<file path="config.mk">
export PLATFORM = sky130hd
export DESIGN_NAME = reg_file_param
export DESIGN_NICKNAME = d
export VERILOG_FILES = /design/src/rtl/reg_file_param.sv
export SDC_FILE = /design/constraint.sdc
export NUM_CORES = 1
export LEC_CHECK = 0
export CAP_MARGIN = 10
export CORE_MARGIN = 2
export CORE_UTILIZATION = 50
export CTS_BUF_LIST = sky130_fd_sc_hd__clkbuf_16
export DETAILED_ROUTE_END_ITERATION = 16
export PLACE_DENSITY = 0.7
export SLEW_MARGIN = 25
export SYNTH_ARGS = -nofsm -noshare
export SYNTH_HDL_FRONTEND = slang
export SYNTH_SLANG_ARGS = --single-unit
</file>
<file path="constraint.sdc">
create_clock -name clk -period 5.5 [get_ports clk]
set_clock_uncertainty 0.15 [all_clocks]
set_input_delay 1.1 -clock clk [delete_from_list [all_inputs] [get_ports clk]]
set_output_delay 1.1 -clock clk [all_outputs]
set_load 0.01 [all_outputs]
</file>
<file path="src/rtl/reg_file_param.sv">
// Parameterized register file with a single LOAD/ADD/CLEAR write port,
// two registered read ports with write-first bypass, and a sticky carry flag.
// All state, including reset, is updated on the rising edge of clk.
module reg_file_param #(
  parameter int WIDTH  = 32,
  parameter int ADDR_W = 3
) (
  input  logic              clk,
  input  logic              reset_n,
  input  logic              wr_en,
  input  logic [1:0]        wr_op,
  input  logic [ADDR_W-1:0] wr_addr,
  input  logic [WIDTH-1:0]  wr_data,
  input  logic              rd_en,
  input  logic [ADDR_W-1:0] rd_addr_a,
  input  logic [ADDR_W-1:0] rd_addr_b,
  output logic [WIDTH-1:0]  rd_data_a,
  output logic [WIDTH-1:0]  rd_data_b,
  output logic              ovf,
  input  logic              clr_ovf
);

  localparam int DEPTH = 1 << ADDR_W;

  localparam logic [1:0] OP_LOAD  = 2'b00;
  localparam logic [1:0] OP_ADD   = 2'b01;
  localparam logic [1:0] OP_CLEAR = 2'b10;

  logic [DEPTH-1:0][WIDTH-1:0] r_regs;
  logic [DEPTH-1:0][WIDTH-1:0] w_regs_nxt;
  logic                        w_wr_eff;
  logic [WIDTH:0]              w_sum;
  logic [WIDTH-1:0]            w_wval;
  logic                        w_carry;

  // Reserved op (11) is treated exactly like no write at all.
  assign w_wr_eff = wr_en && (wr_op != 2'b11);

  // One extra bit catches the carry out of the ADD.
  assign w_sum   = {1'b0, r_regs[wr_addr]} + {1'b0, wr_data};
  assign w_carry = w_wr_eff && (wr_op == OP_ADD) && w_sum[WIDTH];

  // Value the targeted register takes for the current write op.
  always_comb begin
    w_wval = r_regs[wr_addr];
    case (wr_op)
      OP_LOAD:  w_wval = wr_data;
      OP_ADD:   w_wval = w_sum[WIDTH-1:0];
      OP_CLEAR: w_wval = '0;
      default:  w_wval = r_regs[wr_addr];
    endcase
  end

  // Post-write image of the file; feeds both the state and the read bypass.
  always_comb begin
    w_regs_nxt = r_regs;
    if (w_wr_eff) w_regs_nxt[wr_addr] = w_wval;
  end

  // Register array update; reset wins over any write in the same cycle.
  always_ff @(posedge clk) begin
    if (!reset_n) r_regs <= '0;
    else          r_regs <= w_regs_nxt;
  end

  // Registered read ports, reading the post-write image (write-first).
  always_ff @(posedge clk) begin
    if (!reset_n) begin
      rd_data_a <= '0;
      rd_data_b <= '0;
    end else if (rd_en) begin
      rd_data_a <= w_regs_nxt[rd_addr_a];
      rd_data_b <= w_regs_nxt[rd_addr_b];
    end
  end

  // Sticky carry flag; a carrying ADD beats a same-cycle clear.
  always_ff @(posedge clk) begin
    if (!reset_n)     ovf <= 1'b0;
    else if (w_carry) ovf <= 1'b1;
    else if (clr_ovf) ovf <= 1'b0;
  end

endmodule

</file>
# Word level (Yosys, flattened, before mapping)
# Index checks and enable logic that the tools add are counted.
# op_classes
mul,0
bitwise_logic,0
n_addsub,1
order_cmp,4
eq_ne,3
muxes,13
reduce_logical,6
div,0
shifts,0
# ops
operator,n
$bmux 32 s3,3
$bwmux 256,1
$mux 256,1
$mux 32,4
$demux 32 s3,1
$pmux 32 s3,1
$add 32x32->33,1
$lt 3x4->1 const B,3
$logic_and 1x1->1,4
$ge 3x1->1 const B,1
$eq 2x1->1 const B,1
$eq 2x2->1 const B,1
$logic_not 2->1,1
$mux 1,2
$ne 2x2->1 const B,1
$reduce_bool 2->1,1
# word_totals
mem_bits_ro,0
memories,0
latchBits,0
reg_bits,321
ramBits,0
in_bits,48
wordCells,38

# Depth between registers and ports, before layout
# Gate-level depths: netlist of run 1.
# depth
depth_word,8
mapped_depth,23

# Worst setup path after synthesis of run 1
# Ideal clock, no wire load.
# synth_path
path_kind,input -> register
from,in wr_addr[0]
to,reg rd_data_a[31]
arrival_time_ns,5.100
cell_stages,20
setup_slack_ns,0.133
path_buffers,5
path_cell_list,buf_4 -> buf_4 -> clkbuf_1 -> mux4_2 -> nand2_1 -> nand2_1 -> ha_1 -> and2_1 -> a21oi_2 -> o21a_1 -> o2111ai_1 -> a221o_1 -> or3_1 -> a221oi_2 -> or2_1 -> buf_6 -> buf_8 -> o211ai_1 -> a21o_1 -> a32o_1
# synth_between
elab_chain_cells,8
elab_cells_between_ends,13
cone_classes,1 x add/sub; 2 x order compare; 9 x mux; 1 x reduce/logical
# synth_rtl
element,line_no,source
start: declaration,12,"input logic [ADDR_W-1:0] wr_addr,"
$bmux 32 s3 (tied with other cells),"40, 50",
$mux 32 (not written as such) or $logic_and 1x1->1 (tied branches),"40, 50, 57",
$add 32x32->33 or $mux 32 (tied branches),"40, 57",
$pmux 32 s3 or $demux 32 s3 (tied branches),"46, 57",
$bwmux 256 *,57,if (w_wr_eff) w_regs_nxt[wr_addr] = w_wval;
$mux 256 *,57,
$bmux 32 s3 *,72,rd_data_a <= w_regs_nxt[rd_addr_a];
$mux 32 (not written as such) *,72,
end signal: assignment,72,
end: declaration,17,"output logic [WIDTH-1:0] rd_data_a,"
# Every way passes the cells marked *; elsewhere a longest branch is shown, timed or not. The select of a mux whose other input is x is not followed.
# A chain may end at the register's enable or synchronous reset.

# Final worst setup path of run 1
# layout_path
from,in wr_addr[1]
to,reg rd_data_a[28]
# Same word-level chain as after synthesis.

==> results.toml, run 1 <==
[routing]
detailroute.via_count = 22400
drt_first_pass_iters = 6
final_antenna_net_count = 0
wl_per_cell_microns = 26.7
viasPerCell = 6.66
route.detailed.drc = 0
drtIter0Drc = 3507
drt_wl_total_microns = 89900

[cells_and_area]
antenna_cells = 0
nets = 2891
layout.cell_area.non_filler_sq_um = 25400
layout-drive-gt1-share = 0.205
area_growth_pct = 24.5

[power]
design_power_total_w = 0.00631
worst_ir_drop_vdd_mv = 0.255
leakage_nw = 9.81
pwr_density_cell_nw_per_um2 = 249

[global_routing]
grt-ovfl-total = 0
largest_net_degree_at_the_start_of_global_routing = 79
via_count_of_the_first_global_routing_pass = 21700
grt_usage = 0.421
antenna_found_initial = 1
grt_first_pass_wirelength_microns = 133000

[timing]
final-hold-violation-count = 0
fin_worst_hold_slack_ns = 0.301
grt_setup_unrepaired = "no"
max-slew-margin-rel = 0.312
slew_of_the_pin_with_the_lowest_slew_margin_ns = 1.03
finalSetupViolCount = 0
post-route-worst-setup-slack_ns = 0.120
finalMaxSlewViolations = 0
maxClockFrequency_mhz = 186
final_period_utilization = 0.978
fin_crit_ns = 5.38

[outcome]
status = "complete, no violations"

[cts]
numCtsBuffers = 38
ctsLongestPathBuffers = 3
clock_sink_count = 321
hold_buffers = 0
cts-root-buf = "clkbuf_16"
clock_insertion_delay_worst_skew_ns = 0.56
ctsHtreeMaxLevel = 2
cts_tree = "built"
worst_setup_hold_path_clk_slew_ns = 0.06

[place]
dpl_cell_area_sq_um = 24100
dp_slack_ns = -0.417
place.gp.congestion = 1.01
detailedPlacementHpwl_microns = 64900
place.port_buffers = 112

[floorplanning]
ioPinCount = 113
die-area_sq_um = 42400
dieWidth_microns = 206
placement_rows = 73
core_sq_um = 40000
initial_utilization = 0.509
die_span_in_y_microns = 206

[yosys]
synth-edff-count = 0
yosys.area.top_type = "dfxtp_1"
ys_top_cells_by_area = "dfxtp_1 32%, mux4_2 9.3%, nor2_1 6.9%, nand2_1 5.1%, o21ai_0 4.8%"
netlist_area_sq_um = 20400
synthesis.yosys.warnings = 0
post_synth.cell_area_avg_sq_um = 8.10
async_flop_share = 0
synth_cells = 2515
synthDominantCellAreaShare = 0.315
seq_area_frac_synth = 0.315
synth.ff_latch_count = 321
synthDistinctLibCells = 82
synthesis.nets = 2596
dominantRegCellSynth = "dfxtp_1"

[setup_path]
critPathArrivalTime_ns = 5.71
critical_path.startpoint_type = "primary input"
critical_path.max_fanout = 5
crit_required_ns = 5.83
worstSetupPathType = "in2reg"
timing.critical_path.to_type = "flip-flop"

[hold_path]
worstHoldPathType = "reg2reg"

[flow_run]
cap_viol_max_count = 0
==> cells in the mapped netlist, drive strengths merged, types with 8 or more instances <==
library cell	n
and2	95
mux4	84
o22ai	54
nor2b	13
mux2i	94
o21a	18
a221o	9
a211oi	75
inv	21
a21oi	158
nor3	63
clkbuf	133
o21ai	203
o211ai	31
ha	32
mux2	27
nand2b	12
dfxtp	321
a22o	8
xor2	11
a21o	28
a22oi	19
a311oi	9
nor2	379
a221oi	41
xnor2	8
and3	13
buf	80
a2111oi	10
nand2	276
or3	11
a31oi	18
o2111ai	9
o221ai	17
nand3	40
nand4	9
==> where the power goes <==
group / total (W) / internal [W] / switching, W
combinational: 0.00141 / 0.000570 / 0.000837
clock: 0.00245 / 0.00142 / 0.00103
sequential: 0.00246 / 0.00240 / 0.0000560
==> per-stage QoR <==
step	util	TNS, ns	cells
after floorplan	-	0	2515
after global placement	0.603	-7.66	3294
after detailed placement	0.603	-10.15	3294
after CTS	0.632	0	3359
after global routing	0.634	0	3360
final	0.634	0	3360
==> critical path: stages <==
cell and delay [ns]:
buf_2 0.20, inv_1 0.16, nor2_1 0.36, buf_4 0.26, a22oi_1 0.11, o22ai_1 0.45
ha_1 0.38, o211a_1 0.13, o31ai_1 0.10, nand3_1 0.22, a21oi_1 0.35, o211ai_1 0.23
buf_4 0.19, a211o_1 0.30, o211a_1 0.24, buf_4 0.20, o21ai_0 0.34, o221ai_1 0.20
a21oi_1 0.17
==> sequential cells by signal, summed over array words and instances, names as in the netlist <==
name,count
rd_data_a,32
ovf,1
rd_data_b,32
r_regs,256
==> layout by cell type (no fill, tap or decap), types with 12 or more instances in the layout <==
cell             synthesis  layout
dfxtp_1                321     321
nor3_1                  61      61
a31oi_1                 18      18
o211ai_1                31      31
clkbuf_16                0      39
o21ai_0                197     195
a211oi_1                72      72
mux2_2                  27      27
ha_1                    32      32
inv_1                   19      26
nand2_1                276     276
a21o_1                  27      27
a21oi_1                154     152
clkdlybuf4s50_1          0     101
nand3_1                 40      40
a22oi_1                 19      19
and3_1                  13      13
mux4_2                  84      84
nand2b_1                12      12
o221ai_1                17      17
nor2_1                 377     369
o22ai_1                 54      50
mux2i_1                 94      91
a221oi_1                38      36
buf_4                   14     342
and2_1                  95      95
buf_12                   0      19
o21a_1                  18      18
nor2b_1                 13      13
==> worst paths after layout <==
path | start | endpoint | slack [ns] | cells after the start
worst max-delay path | wr_addr[1] | rd_data_a[28] | 0.12 | 19
worst min-delay path | rd_data_a[30] | rd_data_a[30] | 0.30 | 2
worst max register to register | r_regs[238] | rd_data_a[28] | 0.68 | 18
worst min register to register | rd_data_a[30] | rd_data_a[30] | 0.30 | 2
==> per-layer routing <==
layer | up-vias | global-route usage | share of wire
met1 | 10500 | 0.544 | 0.38
li1 | 9856 | - | -
met4 | 0 | 0.210 | 0.061
met3 | 398 | 0.128 | 0.14
met5 | - | 0 | 0
met2 | 1647 | 0.638 | 0.42
==> layout make-up <==
type	count	area, sq um
Timing Repair Buffer	468	4000
Tap cell	525	657
Clock inverter	26	196
Fill cell	3476	14600
Clock buffer	39	976
Multi-Input combinational cell	1958	13000
Sequential cell	321	6430
Inverter	23	88.8
==> logic make-up after synthesis <==
group | Yosys count | share of synthesized area
adder cells (fa/ha/maj) | 33 | 0.0206
buffers and inverters | 236 | 0.0517
XOR/XNOR | 19 | 0.00817
flip-flops | 321 | 0.315
multiplexers | 205 | 0.154
AND/OR/NAND/NOR | 931 | 0.201
AO/OA/AOI/OAI | 770 | 0.249
==> what timing repair did <==
item,CTS,global route
setup endpoints to repair,0,25
gates resized for setup,0,19
setup buffers,0,1
(Power assumes the default switching activity.)
==> inputs of run 2 (changes only) <==
--- a/config.mk
+++ b/config.mk
@@ -10,7 +10,9 @@
 export CORE_UTILIZATION = 50
 export CTS_BUF_LIST = sky130_fd_sc_hd__clkbuf_16
 export DETAILED_ROUTE_END_ITERATION = 16
-export PLACE_DENSITY = 0.7
+export DONT_BUFFER_PORTS = 1
+export MAX_ROUTING_LAYER = met4
+export PLACE_DENSITY = 0.67
 export SLEW_MARGIN = 25
 export SYNTH_ARGS = -nofsm -noshare
 export SYNTH_HDL_FRONTEND = slang
==> results.toml, run 2 (synthesized netlist as in run 1, its figures left out) <==
[global_routing]
grt_first_pass_wirelength_microns = 128000
antenna_found_initial = 1
grt-ovfl-total = 0
grt_usage = 0.420
via_count_of_the_first_global_routing_pass = 19900
largest_net_degree_at_the_start_of_global_routing = 170

[timing]
finalSetupViolCount = 0
final-hold-violation-count = 0
max-slew-margin-rel = 0.230
fin_crit_ns = 5.09
final_period_utilization = 0.926
grt_setup_unrepaired = "no"
maxClockFrequency_mhz = 196
finalMaxSlewViolations = 0
slew_of_the_pin_with_the_lowest_slew_margin_ns = 1.15
tns_ns = 0

[setup_path]
worstSetupPathType = "in2reg"
reg2regPathDepth = 17
critical_path.max_fanout = 62
regToRegSetupSlack_ns = 0.79
crit_path_cell_trace = "nor2b_1 -> buf_4 -> a221oi_1 -> o22ai_1 -> ha_1 -> nand2_1 -> nor2_1 -> o211ai_1 -> a2111oi_0 -> buf_4 -> nor3_1 -> xnor2_1 -> a21oi_2 -> buf_12 -> a21oi_1 -> a2111oi_0 -> a31oi_1 -> and3_1"
cp.buffers_inverters = 3
cp_slowest_stage_delay_ns = 0.48
crit-reg2reg-capture = "rd_data_b[28]"
endpoint = "rd_data_b[19]"
timing.critical_path.to_type = "flip-flop"
critical-path-slowest-cell = "a2111oi_0"
crit_cells = 18
r2r_start = "r_regs[238]"
critPathArrivalTime_ns = 5.40
critical_path.startpoint_type = "primary input"
worst_path_dominant_cell_family = "compound AO/OA/AOI/OAI gates"
crit_required_ns = 5.80
crit_path_start = "wr_addr[1]"

[power]
pwr_density_cell_nw_per_um2 = 265
worst_ir_drop_vdd_mv = 0.243
register_share_of_total_power = 0.415
pwr-share-comb = 0.166
pwr-share-clk = 0.420
internal_power_w = 0.00421
p_sw_frac = 0.294
leakage_nw = 8.32
design_power_total_w = 0.00597
switchingPower_w = 0.00176

[cells_and_area]
nets = 2571
layout-drive-gt1-share = 0.138
layout.filler_cells = 3635
area_growth_pct = 10.6
antenna_cells = 0
registers.top_by_ff_count = "r_regs"
mostFrequentLayoutCells = "370 x nor2_1, 321 x dfxtp_1, 276 x nand2_1, 197 x o21ai_0, 154 x a21oi_1"
sequential_cell_area_sq_um = 6430
most_common_cell_after_layout_fill_and_taps_aside = "nor2_1"
postLayoutCoreUtil = 0.563
max_reg_flops = 256
multi_input_comb_area_sq_um = 13000
layout_top_registers = "r_regs: 256 flops, rd_data_a: 32 flops, rd_data_b: 32 flops"

[outcome]
status = "complete, no violations"

[cts]
cts-root-buf = "clkbuf_16"
clock_insertion_delay_worst_skew_ns = 0.57
ctsHtreeMaxLevel = 2
numCtsBuffers = 38
cts_setup_buffers = 0
clock_sink_count = 321
ctsLongestPathBuffers = 3
cts_tree = "built"
worst_setup_hold_path_clk_slew_ns = 0.06
hold_buffers = 0
ctsResizeCount = 0

[floorplanning]
initial_utilization = 0.509
die_span_in_y_microns = 206
die-area_sq_um = 42400
ioPinCount = 113
core_sq_um = 40000
placement_rows = 73
dieWidth_microns = 206

[routing]
wl_per_cell_microns = 28.7
drtIter0Drc = 3002
detailroute.via_count = 21100
final_antenna_net_count = 0
route.detailed.drc = 0
drt_first_pass_iters = 6
drt_wl_total_microns = 87200
viasPerCell = 6.95

[flow_run]
cap_viol_max_count = 0

[place]
detailedPlacementHpwl_microns = 59300
place.gp.congestion = 1.03
place.port_buffers = 0

[hold_path]
worstHoldPathType = "reg2reg"
min-delay-start = "r_regs[47]"
[run 2: cell count changes in the layout (fill, tap and decap cells not counted), moves of 4 or more]
cell	delta
buf_12	-10
o22ai_2	-4
buf_2	-5
buf_4	-203
o22ai_1	+4
clkdlybuf4s50_1	-101
[run 2: worst min-delay path by stage]
stage / endpoint / slack (ns) / cells after the start
floorplan: r_regs[121] / 0.30 / 2
global placement: r_regs[160] / 0.34 / 2
detailed placement: r_regs[47] / 0.36 / 2
CTS: r_regs[47] / 0.37 / 2
global route: r_regs[62] / 0.39 / 2
finish: r_regs[47] / 0.37 / 2
[run 2: final cells by class]
class,instances,area share
well taps,525,0.0291
flip-flops and latches,321,0.285
multi-input cells,1958,0.575
repair buffers,148,0.0543
clock buffers,41,0.0455
inverters,23,0.00394
clock inverters,26,0.00722
[run 2: per-layer routing]
layer | global-route usage | share of wire
met3 | 0.113 | 0.14
met2 | 0.593 | 0.42
met1 | 0.557 | 0.40
met4 | 0.201 | 0.050
met5 | - | 0
[run 2: metrics by stage]
step	instances	cell area (sq um)	worst slack (ns)	hold slack, ns
2_1_floorplan	2515	20400	0.133	0.302
3_3_place_gp	2975	21400	0.0191	0.341
3_5_place_dp	2975	21400	0.0152	0.357
4_1_cts	3042	22500	0.541	0.366
5_1_grt	3042	22500	0.121	0.391
6_report	3042	22500	0.409	0.368
[run 2: worst min-delay path: stages, from the launching register on]
cell and delay [ns]:
dfxtp_1 0.32, nor2_1 0.10, a211oi_1 0.05
[run 2: power groups by stage]
| stage | Sequential [W] | Clock, W | Combinational, W |
|---|---|---|---|
| 6_report | 0.00247 | 0.00250 | 0.000988 |
| 5_1_grt | 0.00248 | 0.00259 | 0.00105 |
| 4_1_cts | 0.00247 | 0.00249 | 0.000953 |
| 3_5_place_dp | 0.00252 | 0 | 0.000947 |
| 3_3_place_gp | 0.00252 | 0 | 0.000941 |
| 2_1_floorplan | 0.00250 | 0 | 0.000705 |
